File: config.mk
export PLATFORM = sky130hd
export DESIGN_NAME = x_bus_caster
export DESIGN_NICKNAME = d
export VERILOG_FILES = /design/src/rtl/x_bus_caster.sv
export SDC_FILE = /design/constraint.sdc
export NUM_CORES = 1
export LEC_CHECK = 0
export ABC_AREA = 1
export ABC_CLOCK_PERIOD_IN_PS = 4940
export CAP_MARGIN = 20
export CORE_AREA = 2 2 118 120
export DETAILED_ROUTE_END_ITERATION = 8
export DIE_AREA = 0 0 120 122
export MAX_ROUTING_LAYER = met4
export PLACE_DENSITY = 0.79
export SLEW_MARGIN = 20
export SYNTH_ARGS = -nofsm -noshare
export SYNTH_HDL_FRONTEND = slang
export SYNTH_SLANG_ARGS = --single-unit
File: constraint.sdc
create_clock -name clk_i -period 4.94 [get_ports clk_i]
set_input_delay 0.494 -clock clk_i [delete_from_list [all_inputs] [get_ports clk_i]]
set_output_delay 0.494 -clock clk_i [all_outputs]
set_load 0.02 [all_outputs]
File: src/rtl/x_bus_caster.sv
// rtl/x_bus_caster.sv - X-direction caster between the global bus and one row of PEs
// One transaction in flight: pulse the addressed PE, wait PE_LAT cycles, return its opsum.
module x_bus_caster #(
  parameter int DATA_WIDTH = 16,
  parameter int NUM_COL    = 4,
  parameter int PE_LAT     = 2,
  localparam int PW        = 2 * DATA_WIDTH,
  localparam int CW        = (NUM_COL > 1) ? $clog2(NUM_COL) : 1,
  localparam int CNT_W     = (PE_LAT > 1) ? $clog2(PE_LAT) : 1
) (
  input  logic                  clk_i,
  input  logic                  rst_i,
  input  logic                  bus_valid_i,
  output logic                  bus_ready_o,
  input  logic [DATA_WIDTH-1:0] bus_ifmap_i,
  input  logic [DATA_WIDTH-1:0] bus_fltr_i,
  input  logic [PW-1:0]         bus_ipsum_i,
  input  logic [CW-1:0]         bus_col_i,
  output logic [PW-1:0]         bus_opsum_o,
  output logic                  bus_opsum_valid_o,
  output logic                  cast_err_o,
  output logic [DATA_WIDTH-1:0] pe_ifmap_o,
  output logic [DATA_WIDTH-1:0] pe_fltr_o,
  output logic [PW-1:0]         pe_ipsum_o,
  output logic [NUM_COL-1:0]    pe_en_o,
  input  logic [NUM_COL*PW-1:0] pe_opsum_i
);

  typedef enum logic [1:0] {S_IDLE, S_ISSUE, S_WAIT, S_RESP} state_e;

  state_e                state_q, state_d;
  logic [CNT_W-1:0]      cnt_q, cnt_d;
  logic                  ready_en_q;
  logic                  cast_err_q;
  logic [DATA_WIDTH-1:0] ifmap_q, fltr_q;
  logic [PW-1:0]         ipsum_q, opsum_q, opsum_sel;
  logic [CW-1:0]         col_q;
  logic                  accept, col_ok;

  // ready_en_q keeps bus_ready low while reset is asserted and until the first edge after it.
  assign bus_ready_o       = ready_en_q && (state_q == S_IDLE);
  assign accept            = bus_valid_i && bus_ready_o;
  assign col_ok            = int'(bus_col_i) < NUM_COL;
  assign bus_opsum_o       = opsum_q;
  assign bus_opsum_valid_o = (state_q == S_RESP);
  assign cast_err_o        = cast_err_q;
  assign pe_ifmap_o        = ifmap_q;
  assign pe_fltr_o         = fltr_q;
  assign pe_ipsum_o        = ipsum_q;

  always_comb begin
    opsum_sel = '0;
    for (int k = 0; k < NUM_COL; k++) begin
      if (int'(col_q) == k) opsum_sel = pe_opsum_i[k*PW +: PW];
    end
  end

  always_comb begin
    state_d = state_q;
    cnt_d   = cnt_q;
    pe_en_o = '0;
    case (state_q)
      S_IDLE: begin
        if (accept && col_ok) state_d = S_ISSUE;
      end
      S_ISSUE: begin
        for (int k = 0; k < NUM_COL; k++) pe_en_o[k] = (int'(col_q) == k);
        cnt_d   = CNT_W'(PE_LAT - 1);
        state_d = S_WAIT;
      end
      S_WAIT: begin
        if (cnt_q == '0) state_d = S_RESP;
        else             cnt_d   = cnt_q - CNT_W'(1);
      end
      S_RESP: begin
        state_d = S_IDLE;
      end
      default: begin
        state_d = S_IDLE;
      end
    endcase
  end

  always_ff @(posedge clk_i or posedge rst_i) begin
    if (rst_i) begin
      state_q    <= S_IDLE;
      cnt_q      <= '0;
      ready_en_q <= 1'b0;
      cast_err_q <= 1'b0;
      ifmap_q    <= '0;
      fltr_q     <= '0;
      ipsum_q    <= '0;
      col_q      <= '0;
      opsum_q    <= '0;
    end else begin
      state_q    <= state_d;
      cnt_q      <= cnt_d;
      ready_en_q <= 1'b1;
      cast_err_q <= accept && !col_ok;
      if (accept) begin
        ifmap_q <= bus_ifmap_i;
        fltr_q  <= bus_fltr_i;
        ipsum_q <= bus_ipsum_i;
        col_q   <= bus_col_i;
      end
      if (state_q == S_WAIT && cnt_q == '0) opsum_q <= opsum_sel;
    end
  end

endmodule

After elaboration in Yosys (flattened, before gate mapping)
Cells that the tools add are included.
Widths: inputs -> output; s select.
{"block": "op_classes", "n_reduce_logical": 7, "muxes": 10, "eq_ne": 8, "add_sub_neg": 1, "bitwise": 1}
{"op": "$mux 32", "count": 4}
{"op": "$eq 2x2->1 const B", "count": 4}
{"op": "$pmux 2 s4", "count": 1}
{"op": "$eq 2x1->1 const B", "count": 2}
{"op": "$logic_not 2->1", "count": 2}
{"op": "$mux 2", "count": 2}
{"op": "$mux 4", "count": 1}
{"op": "$ne 2x2->1 const B", "count": 2}
{"op": "$logic_and 1x1->1", "count": 3}
{"op": "$pmux 1 s2", "count": 1}
{"op": "$reduce_and 2->1", "count": 1}
{"op": "$reduce_bool 2->1", "count": 1}
{"op": "$mux 1", "count": 1}
{"op": "$not 1->1", "count": 1}
{"op": "$sub 1x1->1 const B", "count": 1}
{"block": "word_totals", "ff_bits": 102, "wordCells": 35, "inputBits": 197}

Logic depth before layout (Yosys ltp)
Gate-level depths: netlist (run 1).
{"block": "logic_depth", "ltp_word": 5, "depth_mapped": 8, "depth_no_buf": 7}

Worst setup path before layout (run 1)
OpenSTA, ideal clock, no wires.
{"block": "synth_timing", "path_type": "flip-flop to output port", "from": "reg col_q[1]", "to": "out pe_en_o[1]", "n_path_buf": 2, "t_arrival_ns": 1.159, "path_stages_with_launch": 4, "path_slack_ns": 3.287, "cell_sequence": "dfrtp_1 > buf_6 > buf_2 > nor3_1"}
{"block": "synth_via", "elab_chain_len": 2}
{"item": "start, declared", "line_no": "37", "source": "logic [CW-1:0] col_q;"}
{"item": "start signal, assigned", "line_no": "104", "source": "col_q <= bus_col_i;"}
{"item": "$eq 2x2->1", "line_no": "67", "source": "for (int k = 0; k < NUM_COL; k++) pe_en_o[k] = (int'(col_q) == k);"}
{"item": "$mux 4", "line_no": "62", "source": "case (state_q)"}
{"item": "end, declared", "line_no": "25", "source": "output logic [NUM_COL-1:0] pe_en_o,"}
Every way passes these cells.

Worst setup path in the final report (run 1)
{"block": "layout_timing", "from": "reg col_q[0]", "to": "out pe_en_o[3]"}
{"block": "layout_via", "elab_chain_len": 2}
{"item": "$eq 2x1->1", "line_no": "67"}
{"item": "$mux 4", "line_no": "62"}
Every way passes these cells.

==> metrics.md, run 1 <==
| Metric | Value |
|---|---|
| Outcome | finished, final reports clean |
| Gate power share | 0.527 |
| Routed wire per std cell | between 15 and 20 um |
| GR peak layer | met2 |
| Die Y | around 120 um |
| Vias per std cell | between 4 and 5 |
| Cell variety after synth | 21 |
| Top-level port count | 300 |
| Biggest area consumer among synthesized cells | dfrtp_1 |
| Area growth syn-to-layout | 64.4% |
| Synth top area share | 0.503 |
| Placed cell count | 1105 |
| RSZ-0062 raised after global routing | no |
| Share of layout cells above drive strength 1 | 0.0329 |
| Startpoint types | register |
| First-pass GRT wire length | about 27000 um |
| Max FO, Critical Path | around 60 |
| Top-count cell post-synth | nand2_1 |
| Crit path DAT | between 2000 and 3000 ps |
| # Post-CTS Setup Buffers | 0 |
| Via Count | ~5500 |
| GP Congestion | 0.891 |
| YS warnings | 0 |
| CTS Buffer Depth | 2 |
| Cell Area, Placed | ~8000 um^2 |
| Port Buffers | between 200 and 300 |
| Largest net degree at the start of global routing | 70 |
| Initial core utilization | 0.376 |
| HP Class | reg2reg |
| Mapped Cells | 670 |
| Die ar. | 14600 um^2 |
| Met2 Use GR | 0.373 |
| Final setup fails | 0 |
| Syn nets | 872 |
| Register area share after synthesis | 0.503 |
| CTS tree | built |
| Die width | between 100 and 150 um |
| Sw Pwr | about 2000 uW |
| Worst IR Drop VDD | between 0.0003 and 0.0004 V |
| CTS buffer count | 9 |
| Maximum Capacitance Violations | 0 |
| Initial drt markers | between 400 and 500 |
| Mean Syn Cell Area | 7.57 um^2 |
| Post-synth top cells | nand2_1 (264), nand3_1 (130), dfrtp_1 (102) |
| M3 GR Usage | 0.0740 |
| Core area | 13500 um^2 |
| Setup Crit Path Kind | reg2out |
| Routed WL | 17600 um |
| Crit end category | output port |
| Initial antenna violation count | 1 |
| Flop2flop setup slack | about 2600 ps |
| M1 GR Usage | 0.305 |
| Routed Antenna Nets | 0 |
| Sw frac | 0.424 |
| Synthesized cell area | between 5000 and 6000 um^2 |
| Final min period | approximately 3400 ps |
| Worst Path Required | around 4500 ps |
| Clock share of power | 0.154 |
| Final period util | 0.682 |
| Slew HR | 0.352 |
| DRT Pass-1 Iters | 5 |
| Reg clk slew, reported paths | ~70 ps |
| Fin. Hold Viols | 0 |
| CTS HTree Levels | 3 |
| Maximum clock rate | between 0.2 and 0.3 GHz |
| Slew @ Worst Pin | roughly 970 ps |
| Synth top area cells | dfrtp_1 (50%), nand2_1 (20%), nand3_1 (13%), nor2_1 (5.0%), buf_2 (2.6%) |
| PostCTS Resize Cnt | 0 |
| Cell Count, Final, Fillers Out | approximately 1100 |
| Sink Count | slightly above 100 |
| Post-synth ARST share | 1.00 |
| DR DRC count | 0 |
| Hold buffers post-CTS | 0 |
| Synth Flop Type | dfrtp_1 |
| Global route overflow | 0 |
| Fin area | between 8000 and 9000 um^2 |
| Clock Latency Late Sink | approximately 350 ps |
| Pint | approximately 2800 uW |
| Power per cell area | between 500 and 600 nW/um^2 |
| Post-synth EDFFs | 0 |
| Final Skew | between 7 and 8 ps |
| DP HPWL | 12600 um |
| #FFs+latches synth | roughly 100 |
| Row Count | between 40 and 50 |
| Number of global-route vias before repair | approximately 5200 |
| Reg power frac | 0.319 |
| Pleak | 0.00384 uW |
| Final nets | 1138 |
| Slew Limit Fails | 0 |
| Final Core Density | 0.618 |
| GRT Total Usage | 0.246 |
| Setup TNS | 0 ps |
| Root buffer selected by CTS | clkbuf_16 |
-- power by group through the flow --
stage	Clock, uW	Sequential (uW)	Combinational (uW)
floorplan	0	1910	1050
global placement	0	1540	2520
detailed placement	0	1540	2560
CTS	760	1540	2570
global route	805	1600	2780
finish	743	1540	2550
-- final timing paths --
| kind | startpoint | end | cells after the start |
|---|---|---|---|
| max | col_q[0] | pe_en_o[3] | 3 |
| min | pe_ipsum_o[31] | pe_ipsum_o[31] | 2 |
| max reg2reg | col_q[0] | bus_opsum_o[20] | 5 |
| min reg2reg | pe_ipsum_o[31] | pe_ipsum_o[31] | 2 |
| max in group asynchronous | rst_i | pe_ipsum_o[26] | 3 |
| min in group asynchronous | rst_i | bus_opsum_o[10] | 2 |
-- cell type report --
type / instances / area, um^2
flip-flops and latches: 102 / 2550
inverters: 8 / 35.0
clock inverters: 6 / 77.6
repair buffers: 303 / 3020
clock buffers: 10 / 229
multi-input cells: 512 / 2200
fillers: 1151 / 5160
diodes: 1 / 2.50
well taps: 180 / 225
-- critical path: stages, from the launching register on --
cell and delay [ps]:
dfrtp_2 1010, nand2_2 650, nor2_1 220, clkdlybuf4s50_1 620
-- state kept, by name, summed over array words and instances, names as in the netlist --
signal,flops
col_q,2
pe_ifmap_o,16
cnt_q,1
ready_en_q,1
state_q,2
pe_fltr_o,16
pe_ipsum_o,32
bus_opsum_o,32
-- per-stage QoR --
step	power, uW	worst slack [ps]	hold slack (ps)
final	4830	1570	480
after global routing	5180	1370	502
after CTS	4870	1560	483
after detailed placement	4100	1950	464
after global placement	4060	1980	461
after floorplan	2960	1770	490
-- routing by layer --
metal | share of wire | wire, um | vias to the layer above
met5 | 0 | 0 | -
met4 | 0.035 | 611 | 0
met3 | 0.10 | 1800 | 44
met2 | 0.45 | 7990 | 278
met1 | 0.41 | 7240 | 2490
li1 | - | - | 2673
-- placed cells by master, fill, tap and decap left out, types with 2 or more instances in the layout --
cell type	instances
clkdlybuf4s50_1	297
nand2_1	264
nand3_1	130
dfrtp_1	101
nor2_1	68
o21ai_0	24
clkbuf_16	9
o21ai_1	8
ha_1	5
buf_4	5
inv_1	4
nor3_1	3
a21oi_1	3
inv_2	2
inv_4	2
conb_1	2
inv_8	2
-- cells by family (layout without fill, tap and decap cells) --
kind of cell             count (synthesis)  in the layout  synth area share
other                                    2              3           0.00148
adder cells (fa/ha/maj)                  5              5            0.0123
flip-flops                             102            102             0.503
buffers and inverters                   56            327            0.0639
AND/OR/NAND/NOR                        470            470             0.385
AO/OA/AOI/OAI                           35             35            0.0345
(Power assumes the default switching activity.)
==> inputs of run 2 (changes only) <==
--- a/config.mk
+++ b/config.mk
@@ -6,13 +6,13 @@
 export NUM_CORES = 1
 export LEC_CHECK = 0
 export ABC_AREA = 1
-export ABC_CLOCK_PERIOD_IN_PS = 4940
+export ABC_CLOCK_PERIOD_IN_PS = 2700
 export CAP_MARGIN = 20
-export CORE_AREA = 2 2 118 120
+export CORE_AREA = 2 2 126 128
 export DETAILED_ROUTE_END_ITERATION = 8
-export DIE_AREA = 0 0 120 122
+export DIE_AREA = 0 0 128 130
 export MAX_ROUTING_LAYER = met4
-export PLACE_DENSITY = 0.79
+export PLACE_DENSITY = 0.73
 export SLEW_MARGIN = 20
 export SYNTH_ARGS = -nofsm -noshare
 export SYNTH_HDL_FRONTEND = slang
==> constraint.sdc (replaced) <==
create_clock -name clk_i -period 2.7 [get_ports clk_i]
set_input_delay 0.27 -clock clk_i [delete_from_list [all_inputs] [get_ports clk_i]]
set_output_delay 0.27 -clock clk_i [all_outputs]
set_load 0.02 [all_outputs]
==> metrics.md, run 2 (same netlist as run 1, synthesis figures left out) <==
| Metric | Value |
|---|---|
| PostCTS Resize Cnt | 0 |
| Vias per std cell | approximately 4.8 |
| Routed wire per std cell | roughly 16 um |
| Die ar. | 16600 um^2 |
| Initial core utilization | 0.329 |
| Routed Antenna Nets | 0 |
| WP buf/inv | 2 |
| Worst path cell trace | buf_4 -> nor3_1 -> clkdlybuf4s50_1 |
| Slew Limit Fails | 0 |
| Worst IR Drop VDD | 0.000602 V |
| Power per cell area | approximately 1000 nW/um^2 |
| First-pass GRT wire length | 26900 um |
| Row Count | 46 |
| Clock share of power | 0.145 |
| Clock Latency Late Sink | approximately 350 ps |
| Crit path DAT | 1960 ps |
| Cell family with most CP delay | buffers and inverters |
| CTS HTree Levels | 3 |
| HP Class | in2reg |
| DR DRC count | 0 |
| DRT Pass-1 Iters | 5 |
| Antenna fix cells | 0 |
| WHS | between 300 and 400 ps |
| Hold buffers post-CTS | 0 |
| Root buffer selected by CTS | clkbuf_16 |
| CTS tree | built |
| Most frequent cells in the layout | clkdlybuf4s50_1 (297), nand2_1 (264), nand3_1 (130) |
| Core area | about 15000 um^2 |
| Share of layout cells above drive strength 1 | 0.0391 |
| Pint | a little over 5000 uW |
| Final Skew | roughly 7.6 ps |
| Slew @ Worst Pin | between 700 and 800 ps |
| Via Count | between 5000 and 6000 |
| GP Congestion | approximately 0.89 |
| Crit end category | output port |
| Sw frac | 0.426 |
| DP HPWL | between 10000 and 15000 um |
| Filler cell count | 1465 |
| Critical path's largest stage delay | around 630 ps |
| Reg clk slew, reported paths | ~70 ps |
| Die Y | about 130 um |
| Final Core Density | 0.543 |
| CTS Buffer Depth | 2 |
| # Post-CTS Setup Buffers | 0 |
| GRT Total Usage | 0.215 |
| Worst Path Required | approximately 2400 ps |
| Number of global-route vias before repair | ~5200 |
| Slowest cell on the critical path | clkdlybuf4s50_1 |
| Sw Pwr | between 3000 and 4000 uW |
| Setup WS pre-CTS | around 810 ps |
| Initial antenna violation count | 0 |
| Slew HR | 0.484 |
| Setup TNS | 0 ps |
| Max FO, Critical Path | 20 |
| Gate power share | 0.545 |
| Largest net degree at the start of global routing | ~100 |
| CTS buffer count | 9 |
| Global route overflow | 0 |
| Final nets | ~1100 |
| Routed WL | roughly 18000 um |
| Top-level port count | 300 |
| Sink Count | 102 |
| Final period util | 0.824 |
| Reg power frac | 0.310 |
| Maximum Capacitance Violations | 0 |
| Fin. Hold Viols | 0 |
| Slack of the critical path | approximately 470 ps |
| Final setup fails | 0 |
| Initial drt markers | about 320 |
| Outcome | finished, final reports clean |
| Maximum clock rate | around 0.45 GHz |
| Pleak | between 0.003 and 0.004 uW |
| Area growth syn-to-layout | 65.2% |
| RSZ-0062 raised after global routing | no |
| Final min period | ~2200 ps |
| Port Buffers | just under 300 |
| Die width | roughly 130 um |
| Commonest non-fill, non-tap cell in the layout | clkdlybuf4s50_1 |
| Setup Crit Path Kind | reg2out |
| Startpoint types | register |
run 2: changes by cell type in the layout (fill, tap and decap cells not counted), sizes merged:
cell      before  now
bufinv         1    0
clkbuf        10    9
clkinv         1    0
buf            6   12
clkinvlp       1    3
diode          1    0
run 2: final timing paths:
check | from | cells after the start | slack, ps | end
hold / removal | bus_valid_i | 3 | 300 | col_q[0]
min in group asynchronous | rst_i | 3 | 440 | state_q[1]
setup / recovery | col_q[0] | 3 | 470 | pe_en_o[0]
setup reg to reg | state_q[0] | 7 | 810 | pe_fltr_o[6]
max in group asynchronous | rst_i | 3 | 1840 | col_q[0]
hold reg to reg | pe_ipsum_o[17] | 2 | 480 | pe_ipsum_o[17]
run 2: stage by stage:
step | instances | instance area, um^2 | total power [uW]
2_1_floorplan | 670 | 5080 | 5420
3_3_place_gp | 1123 | 8100 | 7490
3_5_place_dp | 1123 | 8100 | 7550
4_1_cts | 1138 | 8380 | 8870
5_1_grt | 1138 | 8380 | 9390
6_report | 1138 | 8380 | 8790
run 2: final cells by class:
class / instances / area, um^2 / share of cell area
Clock buffer: 9 / 225 / 0.0269
Clock inverter: 6 / 55.1 / 0.00657
Inverter: 8 / 36.3 / 0.00433
Multi-Input combinational cell: 512 / 2200 / 0.262
Sequential cell: 102 / 2550 / 0.305
Tap cell: 192 / 240 / 0.0287
Timing Repair Buffer: 309 / 3070 / 0.367
run 2: worst min-delay path, cell delays in order:
cell and delay, ps:
buf_2 130, nand3_2 140, a21oi_1 80
run 2: power groups by stage:
stage          Sequential, uW  Combinational, uW  Clock [uW]
6_report                 2730               4790        1270
5_1_grt                  2820               5220        1360
4_1_cts                  2730               4840        1300
3_5_place_dp             2730               4830           0
3_3_place_gp             2730               4760           0
2_1_floorplan            3500               1930           0
run 2: per-layer routing:
layer	vias up	track usage	wire [um]
met3	25	0.0529	1590
met4	0	0.0782	400
met1	2467	0.269	7660
met2	241	0.339	8290
met5	-	-	0
li1	2677	-	-
==> inputs of run 3 (changes only) <==
--- a/config.mk
+++ b/config.mk
@@ -6,13 +6,13 @@
 export NUM_CORES = 1
 export LEC_CHECK = 0
 export ABC_AREA = 1
-export ABC_CLOCK_PERIOD_IN_PS = 2700
+export ABC_CLOCK_PERIOD_IN_PS = 2200
 export CAP_MARGIN = 20
-export CORE_AREA = 2 2 126 128
+export CORE_AREA = 2 2 119 121
 export DETAILED_ROUTE_END_ITERATION = 8
-export DIE_AREA = 0 0 128 130
+export DIE_AREA = 0 0 121 123
 export MAX_ROUTING_LAYER = met4
-export PLACE_DENSITY = 0.73
+export PLACE_DENSITY = 0.78
 export SLEW_MARGIN = 20
 export SYNTH_ARGS = -nofsm -noshare
 export SYNTH_HDL_FRONTEND = slang
==> constraint.sdc (replaced) <==
create_clock -name clk_i -period 2.2 [get_ports clk_i]
set_input_delay 0.22 -clock clk_i [delete_from_list [all_inputs] [get_ports clk_i]]
set_output_delay 0.22 -clock clk_i [all_outputs]
set_load 0.02 [all_outputs]
==> metrics.md, run 3 (same netlist as run 1, synthesis figures left out) <==
| Metric | Value |
|---|---|
| Final period util | 0.955 |
| Share of layout cells above drive strength 1 | 0.0391 |
| Root buffer selected by CTS | clkbuf_16 |
| Initial drt markers | 378 |
| Reg clk slew, reported paths | ~70 ps |
| Worst IR Drop VDD | between 0.0006 and 0.0007 V |
| DR DRC count | 0 |
| Routed WL | ~18000 um |
| Initial antenna violation count | 3 |
| DRT Pass-1 Iters | 5 |
| Port Buffers | 298 |
| Cell Area, Placed | about 8100 um^2 |
| GR peak layer | met2 |
| Routed Antenna Nets | 0 |
| Power per cell area | 1290 nW/um^2 |
| Startpoint types | register |
| Pleak | around 0.0039 uW |
| Filler cell count | 1230 |
| Clock Latency Late Sink | 350 ps |
| # Post-CTS Setup Buffers | 0 |
| Fin. Hold Viols | 0 |
| Crit path DAT | between 1500 and 2000 ps |
| Final min period | 2100 ps |
| DP HPWL | around 13000 um |
| Outcome | finished, final reports clean |
| CTS tree | built |
| Die Y | between 100 and 150 um |
| Top-level port count | 300 |
| RSZ-0062 raised after global routing | no |
| Area growth syn-to-layout | 66.2% |
| Global route overflow | 0 |
| CTS Buffer Depth | 2 |
| Vias per std cell | slightly below 5 |
| Maximum clock rate | 0.476 GHz |
| Met2 Use GR | 0.358 |
| GRT Total Usage | 0.240 |
| GP Congestion | about 0.94 |
| Commonest non-fill, non-tap cell in the layout | clkdlybuf4s50_1 |
| Die ar. | roughly 15000 um^2 |
| Sink Count | just over 100 |
| Most frequent cells in the layout | clkdlybuf4s50_1 (293), nand2_1 (264), nand3_1 (130) |
| CTS HTree Levels | 3 |
| Core area | between 10000 and 15000 um^2 |
| Routed wire per std cell | 15.6 um |
| Flop2flop setup slack | a little over 400 ps |
| Worst Path Required | 1980 ps |
| Initial core utilization | 0.373 |
| Largest net degree at the start of global routing | 65 |
| Slew Limit Fails | 0 |
| HP Class | in2reg |
| Final Skew | 7.14 ps |
| Slack of the critical path | between 90 and 100 ps |
| Final nets | 1144 |
| Total power | 10900 uW |
| Setup TNS | 0 ps |
| M1 GR Usage | 0.302 |
| Via Count | approximately 5500 |
| Number of global-route vias before repair | approximately 5200 |
| CTS buffer count | 9 |
| Row Count | 43 |
| Crit end category | output port |
| First-pass GRT wire length | 27000 um |
| Hold buffers post-CTS | 0 |
| Final setup fails | 0 |
| Max FO, Critical Path | 4 |
| Setup Crit Path Kind | reg2out |
| Setup WS pre-CTS | approximately 350 ps |
| Slew @ Worst Pin | 764 ps |
| Die width | 121 um |
| Maximum Capacitance Violations | 0 |
| Fin area | 8430 um^2 |
| M3 GR Usage | 0.0637 |
| Slew HR | 0.489 |
==> run 3: cell types whose count changed in the layout (fill, tap and decap cells not counted), moves of 2 or more <==
| cell | before | now |
|---|---|---|
| buf_12 | 1 | 3 |
| buf_4 | 10 | 8 |
| clkdlybuf4s50_1 | 297 | 293 |
| clkinv_4 | 0 | 2 |
| clkinvlp_4 | 3 | 1 |
| diode_2 | 0 | 4 |
| dlymetal6s2s_1 | 0 | 3 |
==> run 3: timing repair <==
item,CTS,global route
endpoints found under the setup margin,2,3
gates resized for setup,2,3
gates cloned,0,0
==> run 3: final cells by class <==
cell class              instances  area, um^2  area share
clock inverters                 6        76.3     0.00905
diodes                          4        10.0     0.00119
clock buffers                  10         229      0.0271
well taps                     180         225      0.0267
flip-flops and latches        102        2560       0.303
repair buffers                309        3100       0.368
multi-input cells             512        2200       0.260
inverters                       8        36.3     0.00430
==> run 3: where the power goes <==
part           internal [uW]  total [uW]  switching (uW)
Combinational           2640        5910            3270
Sequential              2770        3340             567
Clock                    904        1660             756
Total                   6310       10900            4590
==> run 3: metal layers <==
metal  routed length, um  share of wire
met5                   0              0
met2                7900           0.45
met4                 646          0.037
met3                1820           0.10
met1                7250           0.41
==> run 3: final timing paths <==
| check | from | end | depth (start not counted) |
|---|---|---|---|
| worst max-delay path | state_q[1] | pe_en_o[3] | 5 |
| worst min-delay path | bus_valid_i | col_q[0] | 3 |
| worst max register to register | state_q[1] | pe_fltr_o[3] | 7 |
| worst min register to register | bus_opsum_o[2] | bus_opsum_o[2] | 2 |
| max in group asynchronous | rst_i | pe_ifmap_o[15] | 3 |
| min in group asynchronous | rst_i | state_q[0] | 3 |
==> run 3: critical path: stages, from the launching register on <==
cell	delay [ps]
dfrtp_1	420
inv_1	120
ha_1	160
inv_1	90
nor2_1	130
clkdlybuf4s50_1	610
==> run 3: through the flow <==
step / std cells / hold WS, ps / utilization
floorplan: 670 / 358 / -
global placement: 1111 / 461 / 0.596
detailed placement: 1111 / 464 / 0.596
CTS: 1127 / 242 / 0.618
global route: 1130 / 271 / 0.619
finish: 1131 / 254 / 0.620
